$ cat src/rtl/imm_decode_stage.sv
// Immediate decode stage: decodes the RISC-V immediate at push and buffers the result in a 2-entry FIFO.
// Latency 1 cycle from push to head; in_ready = occupancy < 2, registered only, no path from out_ready.
// Backpressure: when both slots are full the upstream word is held; head fields stay stable until popped.

module imm_fifo2 #(
    parameter int W = 8
) (
    input  logic         clk,
    input  logic         rst_n,
    input  logic         push_vld,
    output logic         push_rdy,
    input  logic [W-1:0] push_dat,
    output logic         pop_vld,
    input  logic         pop_rdy,
    output logic [W-1:0] pop_dat
);
    logic [1:0]   occ;
    logic [W-1:0] slot0;
    logic [W-1:0] slot1;
    logic         do_push;
    logic         do_pop;

    assign push_rdy = (occ < 2'd2);
    assign pop_vld  = (occ != 2'd0);
    assign pop_dat  = slot0;
    assign do_push  = push_vld && push_rdy;
    assign do_pop   = pop_vld && pop_rdy;

    // slot0 is always the head; a pop shifts slot1 forward.
    always_ff @(posedge clk) begin
        if (!rst_n) begin
            occ   <= 2'd0;
            slot0 <= '0;
            slot1 <= '0;
        end else begin
            if (do_push && !do_pop) begin
                if (occ == 2'd0) slot0 <= push_dat;
                else             slot1 <= push_dat;
                occ <= occ + 2'd1;
            end else if (!do_push && do_pop) begin
                slot0 <= slot1;
                occ   <= occ - 2'd1;
            end else if (do_push && do_pop) begin
                if (occ == 2'd1) begin
                    slot0 <= push_dat;
                end else begin
                    slot0 <= slot1;
                    slot1 <= push_dat;
                end
            end
        end
    end
endmodule

module imm_decode_stage #(
    parameter int XLEN     = 32,
    parameter int ZICSR_EN = 1
) (
    input  logic            clk,
    input  logic            rst_n,
    input  logic            in_valid,
    output logic            in_ready,
    input  logic [31:0]     in_instr,
    output logic            out_valid,
    input  logic            out_ready,
    output logic [31:0]     out_instr,
    output logic [XLEN-1:0] out_imm,
    output logic [2:0]      out_imm_type,
    output logic            out_illegal,
    output logic [31:0]     dec_count
);
    generate
        if (XLEN != 32 && XLEN != 64) begin : g_bad_xlen
            $error("imm_decode_stage: XLEN must be 32 or 64");
        end
    endgenerate

    localparam logic [2:0] T_NONE = 3'd0;
    localparam logic [2:0] T_I    = 3'd1;
    localparam logic [2:0] T_S    = 3'd2;
    localparam logic [2:0] T_B    = 3'd3;
    localparam logic [2:0] T_U    = 3'd4;
    localparam logic [2:0] T_J    = 3'd5;
    localparam logic [2:0] T_Z    = 3'd6;

    typedef struct packed {
        logic [31:0]     instr;
        logic [XLEN-1:0] imm;
        logic [2:0]      imm_type;
        logic            illegal;
    } entry_t;

    entry_t      dec_dat;
    entry_t      head_dat;
    logic [31:0] imm32;
    logic [2:0]  dec_type;
    logic        dec_ill;
    logic [6:0]  opcode;

    assign opcode = in_instr[6:0];

    always_comb begin
        imm32    = 32'd0;
        dec_type = T_NONE;
        dec_ill  = 1'b0;
        if (in_instr[1:0] != 2'b11) begin
            dec_ill = 1'b1;
        end else begin
            case (opcode)
                7'b0010011, 7'b0000011, 7'b1100111, 7'b0001111: begin
                    dec_type = T_I;
                    imm32    = {{20{in_instr[31]}}, in_instr[31:20]};
                end
                7'b0100011: begin
                    dec_type = T_S;
                    imm32    = {{20{in_instr[31]}}, in_instr[31:25], in_instr[11:7]};
                end
                7'b1100011: begin
                    dec_type = T_B;
                    imm32    = {{19{in_instr[31]}}, in_instr[31], in_instr[7],
                                in_instr[30:25], in_instr[11:8], 1'b0};
                end
                7'b1101111: begin
                    dec_type = T_J;
                    imm32    = {{11{in_instr[31]}}, in_instr[31], in_instr[19:12],
                                in_instr[20], in_instr[30:21], 1'b0};
                end
                7'b0110111, 7'b0010111: begin
                    dec_type = T_U;
                    imm32    = {in_instr[31:12], 12'b0};
                end
                7'b1110011: begin
                    if (ZICSR_EN != 0) begin
                        dec_type = T_Z;
                        imm32    = {27'd0, in_instr[19:15]};
                    end else begin
                        dec_ill = 1'b1;
                    end
                end
                7'b0110011: dec_type = T_NONE;
                // RV64 word ops only exist when XLEN is 64.
                7'b0011011: begin
                    if (XLEN == 64) begin
                        dec_type = T_I;
                        imm32    = {{20{in_instr[31]}}, in_instr[31:20]};
                    end else begin
                        dec_ill = 1'b1;
                    end
                end
                7'b0111011: dec_ill = (XLEN != 64);
                default:    dec_ill = 1'b1;
            endcase
        end
    end

    always_comb begin
        dec_dat          = '0;
        dec_dat.instr    = in_instr;
        dec_dat.imm      = XLEN'($signed(imm32));
        dec_dat.imm_type = dec_type;
        dec_dat.illegal  = dec_ill;
    end

    imm_fifo2 #(.W($bits(entry_t))) u_fifo (
        .clk      (clk),
        .rst_n    (rst_n),
        .push_vld (in_valid),
        .push_rdy (in_ready),
        .push_dat (dec_dat),
        .pop_vld  (out_valid),
        .pop_rdy  (out_ready),
        .pop_dat  (head_dat)
    );

    assign out_instr    = head_dat.instr;
    assign out_imm      = head_dat.imm;
    assign out_imm_type = head_dat.imm_type;
    assign out_illegal  = head_dat.illegal;

    always_ff @(posedge clk) begin
        if (!rst_n)                      dec_count <= 32'd0;
        else if (out_valid && out_ready) dec_count <= dec_count + 32'd1;
    end
endmodule

$ cat config.mk
export PLATFORM = sky130hd
export DESIGN_NAME = imm_decode_stage
export DESIGN_NICKNAME = d
export VERILOG_FILES = /design/src/rtl/imm_decode_stage.sv
export SDC_FILE = /design/constraint.sdc
export NUM_CORES = 1
export LEC_CHECK = 0
export ABC_AREA = 1
export CAP_MARGIN = 40
export CORE_MARGIN = 2
export CORE_UTILIZATION = 50
export DETAILED_ROUTE_END_ITERATION = 12
export PLACE_DENSITY = 0.86
export SLEW_MARGIN = 0
export SYNTH_ARGS = -nofsm -noshare
export SYNTH_HDL_FRONTEND = slang
export SYNTH_SLANG_ARGS = --single-unit
export TNS_END_PERCENT = 1
$ cat constraint.sdc
create_clock -name clk -period 2.8 [get_ports clk]
set_input_delay 0.7 -clock clk [delete_from_list [all_inputs] [get_ports clk]]
set_output_delay 0.7 -clock clk [all_outputs]
set_load 0.01 [all_outputs]
==> flow_summary_export.csv <==
group,metric,value,unit
floorplanning,chipHeight,132,µm
global_routing,grt_use_total,26.2,%
timing,finalWorstPathRequiredPeriod,2.44,ns
clock_network,cts_repair_resize_count,0,
setup_path,biggest_cell_delay_along_the_critical_path,0.55,ns
drt,met3_wirelength,1620,µm
timing,setup_slack,0.358,ns
final_layout,antenna-diode-count,0,
drt,dr_wl_met2,10800,µm
clock_network,deepest_level_of_the_cts_h_tree,4,
final_layout,num-nets-final,1358,
clock_network,path_clk_slew,0.06,ns
floorplanning,initial_utilization,51.5,%
outcome,status,"finished, final reports clean",
logic_synthesis,synth_cell_type_count,36,
run,cap_violations,0,
clock_network,cts_hold_buffers,0,
clock_network,tritoncts,"done",
global_routing,grt_first_pass_wirelength,37400,µm
logic_synthesis,yosysMostFrequentCell,"sky130_fd_sc_hd__nand2_1",
power,power_density,971,mW/mm²
logic_synthesis,synthesis.area,0.00821,mm²
drt,routedWlPerCell,14.9,µm
drt,detail-route-antenna-nets,0,
clock_network,clockRootBuffer,"sky130_fd_sc_hd__clkbuf_16",
drt,route.top_layer_used,"met4",
power,p_leak,4.28,nW
placement,placed_cells_incl_taps,1514,
placement,gp_congestion,0.914,
logic_synthesis,synth_nets,1247,
timing,max_slew_violation_total_from_the_final_report,0,
setup_path,crit_type,"reg -> out",
placement,dp.final_hpwl,15800,µm
timing,finalSetupViolations,0,
clock_network,cts_inserted_buffers,17,
setup_path,critical_path.most_common_cell,"sky130_fd_sc_hd__inv_1",
clock_network,clkSinkCount,170,
global_routing,grt-ovfl-total,0,
drt,dr.first_iter.drc_count,793,
clock_network,cts_max_path_buffers,2,
setup_path,worstPathCellList,"inv_1 > ha_1 > inv_1 > clkdlybuf4s50_1",
floorplanning,floorplan.rows,46,
setup_path,endpoint_arrival_time_on_the_critical_path,1.74,ns
drt,vias,8296,
timing,finalClockSkew,0.00891,ns
setup_path,crit_path_max_fanout,4,
placement,post-place-ws,0.0876,ns
timing,fin_hold_ws,0.475,ns
final_layout,final_cell_count_no_fill,1544,
placement,numPortBuffers,137,
timing,max_slew_headroom_at_the_worst_pin,59.2,%
setup_path,critPathRequiredTime,2.10,ns
setup_path,critical_path.slowest_cell,"sky130_fd_sc_hd__clkdlybuf4s50_1",
logic_synthesis,yosys_most_used_dff,"sky130_fd_sc_hd__dfxtp_1",
logic_synthesis,synth_largest_area_cell,"sky130_fd_sc_hd__dfxtp_1",
timing,final.period_utilization,87.2,%
final_layout,fraction_of_layout_cells_with_a_size_suffix_above_1,6.55,%
drt,drc_viols,0,
timing,unrepaired_setup_endpoints_after_global_routing,"no",
drt,drt_wl_total,22900,µm
floorplanning,io_pins,138,
clock_network,clkLatencyLatePin,0.44,ns
logic_synthesis,netlist.area_leader.share,41.5,%
logic_synthesis,synth.ff_latch_count,170,
hold_path,hold_class,"reg -> reg",
clock_network,post-cts-setup-buffers,0,
floorplanning,die_width,132,µm
global_routing,grt_antenna_before_repair,0,
timing,setup_tns,0,ns
logic_synthesis,postSynth.asyncResetShare,0,%
setup_path,cp-start-kind,"register",
global_routing,grt_pass1_vias,7603,
floorplanning,dieArea,0.0175,mm²
timing,finalHoldViolations,0,
drt,viasPerCell,5.37,
final_layout,finalCoreUtilization,64.9,%
drt,drt_pass1_iterations,6,
logic_synthesis,ys_top_cells_by_area,"sky130_fd_sc_hd__dfxtp_1 (41%), sky130_fd_sc_hd__o21ai_0 (11%), sky130_fd_sc_hd__nand2_1 (10%)",
logic_synthesis,synth.yosys.warnings,0,
logic_synthesis,synthesis.instances,1206,
drt,wl_met1,9840,µm
final_layout,fill_cells,1402,
logic_synthesis,yosysSeqAreaShare,41.5,%
final_layout,syn2layout_area_growth,26.0,%
logic_synthesis,avgSynthCellArea,6.81,µm²
timing,max_clock_freq,0.410,GHz
setup_path,end_kind,"primary output",
timing,worstMarginPinSlew,0.607,ns
logic_synthesis,synth_commonest_cells,"sky130_fd_sc_hd__nand2_1 (228), sky130_fd_sc_hd__o21ai_0 (175), sky130_fd_sc_hd__dfxtp_1 (170), sky130_fd_sc_hd__a21oi_1 (147), sky130_fd_sc_hd__inv_1 (146)",
floorplanning,fp.coreArea,0.0159,mm²
power,power.ir.vdd_worst,0.580,mV
global_routing,grt_max_degree,122,
logic_synthesis,synth_edf_count,0,
-- placed cells by master, fill, tap and decap left out, types with 17 or more instances in the layout --
cell and instances:
sky130_fd_sc_hd__o21ai_1 17, sky130_fd_sc_hd__nor2_1 117, sky130_fd_sc_hd__a21oi_1 147, sky130_fd_sc_hd__nand3_1 34
sky130_fd_sc_hd__clkdlybuf4s50_1 136, sky130_fd_sc_hd__nand2_2 17, sky130_fd_sc_hd__o21ai_0 175, sky130_fd_sc_hd__nor3_1 17
sky130_fd_sc_hd__dfxtp_1 170, sky130_fd_sc_hd__nand2_1 226, sky130_fd_sc_hd__clkbuf_16 17, sky130_fd_sc_hd__inv_1 145
-- through the flow --
stage	total power, W	area (µm²)
detailed placement	0.00778	9790
CTS	0.0101	10300
floorplan	0.00602	8210
global route	0.0107	10300
finish	0.0100	10300
global placement	0.00765	9790
-- path summary, 6_finish.rpt --
| check | to | slack [ns] | depth (start not counted) | start |
|---|---|---|---|---|
| max | out_valid | 0.36 | 4 | u_fifo.occ[0]$_SDFFE_PN0P_ |
| min | u_fifo.slot1[3]$_SDFFE_PN0P_ | 0.48 | 2 | u_fifo.slot1[3]$_SDFFE_PN0P_ |
| max reg2reg | u_fifo.slot1[41]$_SDFFE_PN0P_ | 0.52 | 12 | u_fifo.occ[1]$_SDFFE_PN0P_ |
| min reg2reg | u_fifo.slot1[3]$_SDFFE_PN0P_ | 0.48 | 2 | u_fifo.slot1[3]$_SDFFE_PN0P_ |
-- state kept, by name, indices dropped and copies added, names as in the netlist --
signal / count
u_fifo.pop_dat: 68
u_fifo.slot1: 68
dec_count: 32
u_fifo.occ: 2
-- routing by layer --
metal  vias to the layer above  GRT usage [%]
met5                         -              0
met4                         0           10.7
met3                        47           6.23
met2                       290           43.2
met1                      3827           32.9
li1                       4132              -
-- power by group --
part	internal [W]	switching [W]	leakage (nW)
sequential	0.00320	0.000375	1.40
combinational	0.00179	0.00242	2.61
clock	0.00130	0.000955	0.267
-- final cells by class --
cell class | instances | area (µm²) | share of cell area [%]
clock inverter | 7 | 67.6 | 0.653
timing repair buffer | 154 | 1570 | 15.2
inverter | 152 | 571 | 5.52
tap | 216 | 270 | 2.61
sequential | 170 | 3400 | 32.9
clock buffer | 23 | 488 | 4.72
multi-input combinational | 822 | 3970 | 38.4
-- cells by family (layout without fill, tap and decap cells) --
family / Yosys count / count (layout) / share of synthesized area, %
simple gates: 450 / 450 / 23.6
compound gates: 350 / 350 / 21.9
buf+inv: 214 / 336 / 10.3
flops: 170 / 170 / 41.5
mux: 13 / 13 / 1.59
fa+ha+maj: 5 / 5 / 0.762
xor+xnor: 4 / 4 / 0.427
-- critical path, delay by kind of cell (launching register included) --
kind	cells	cell delay, ns
buffers and inverters	3	0.72
flip-flops	1	0.33
adder cells (fa/ha/maj)	1	0.27
Note: power is estimated with default switching activity, not from simulation.
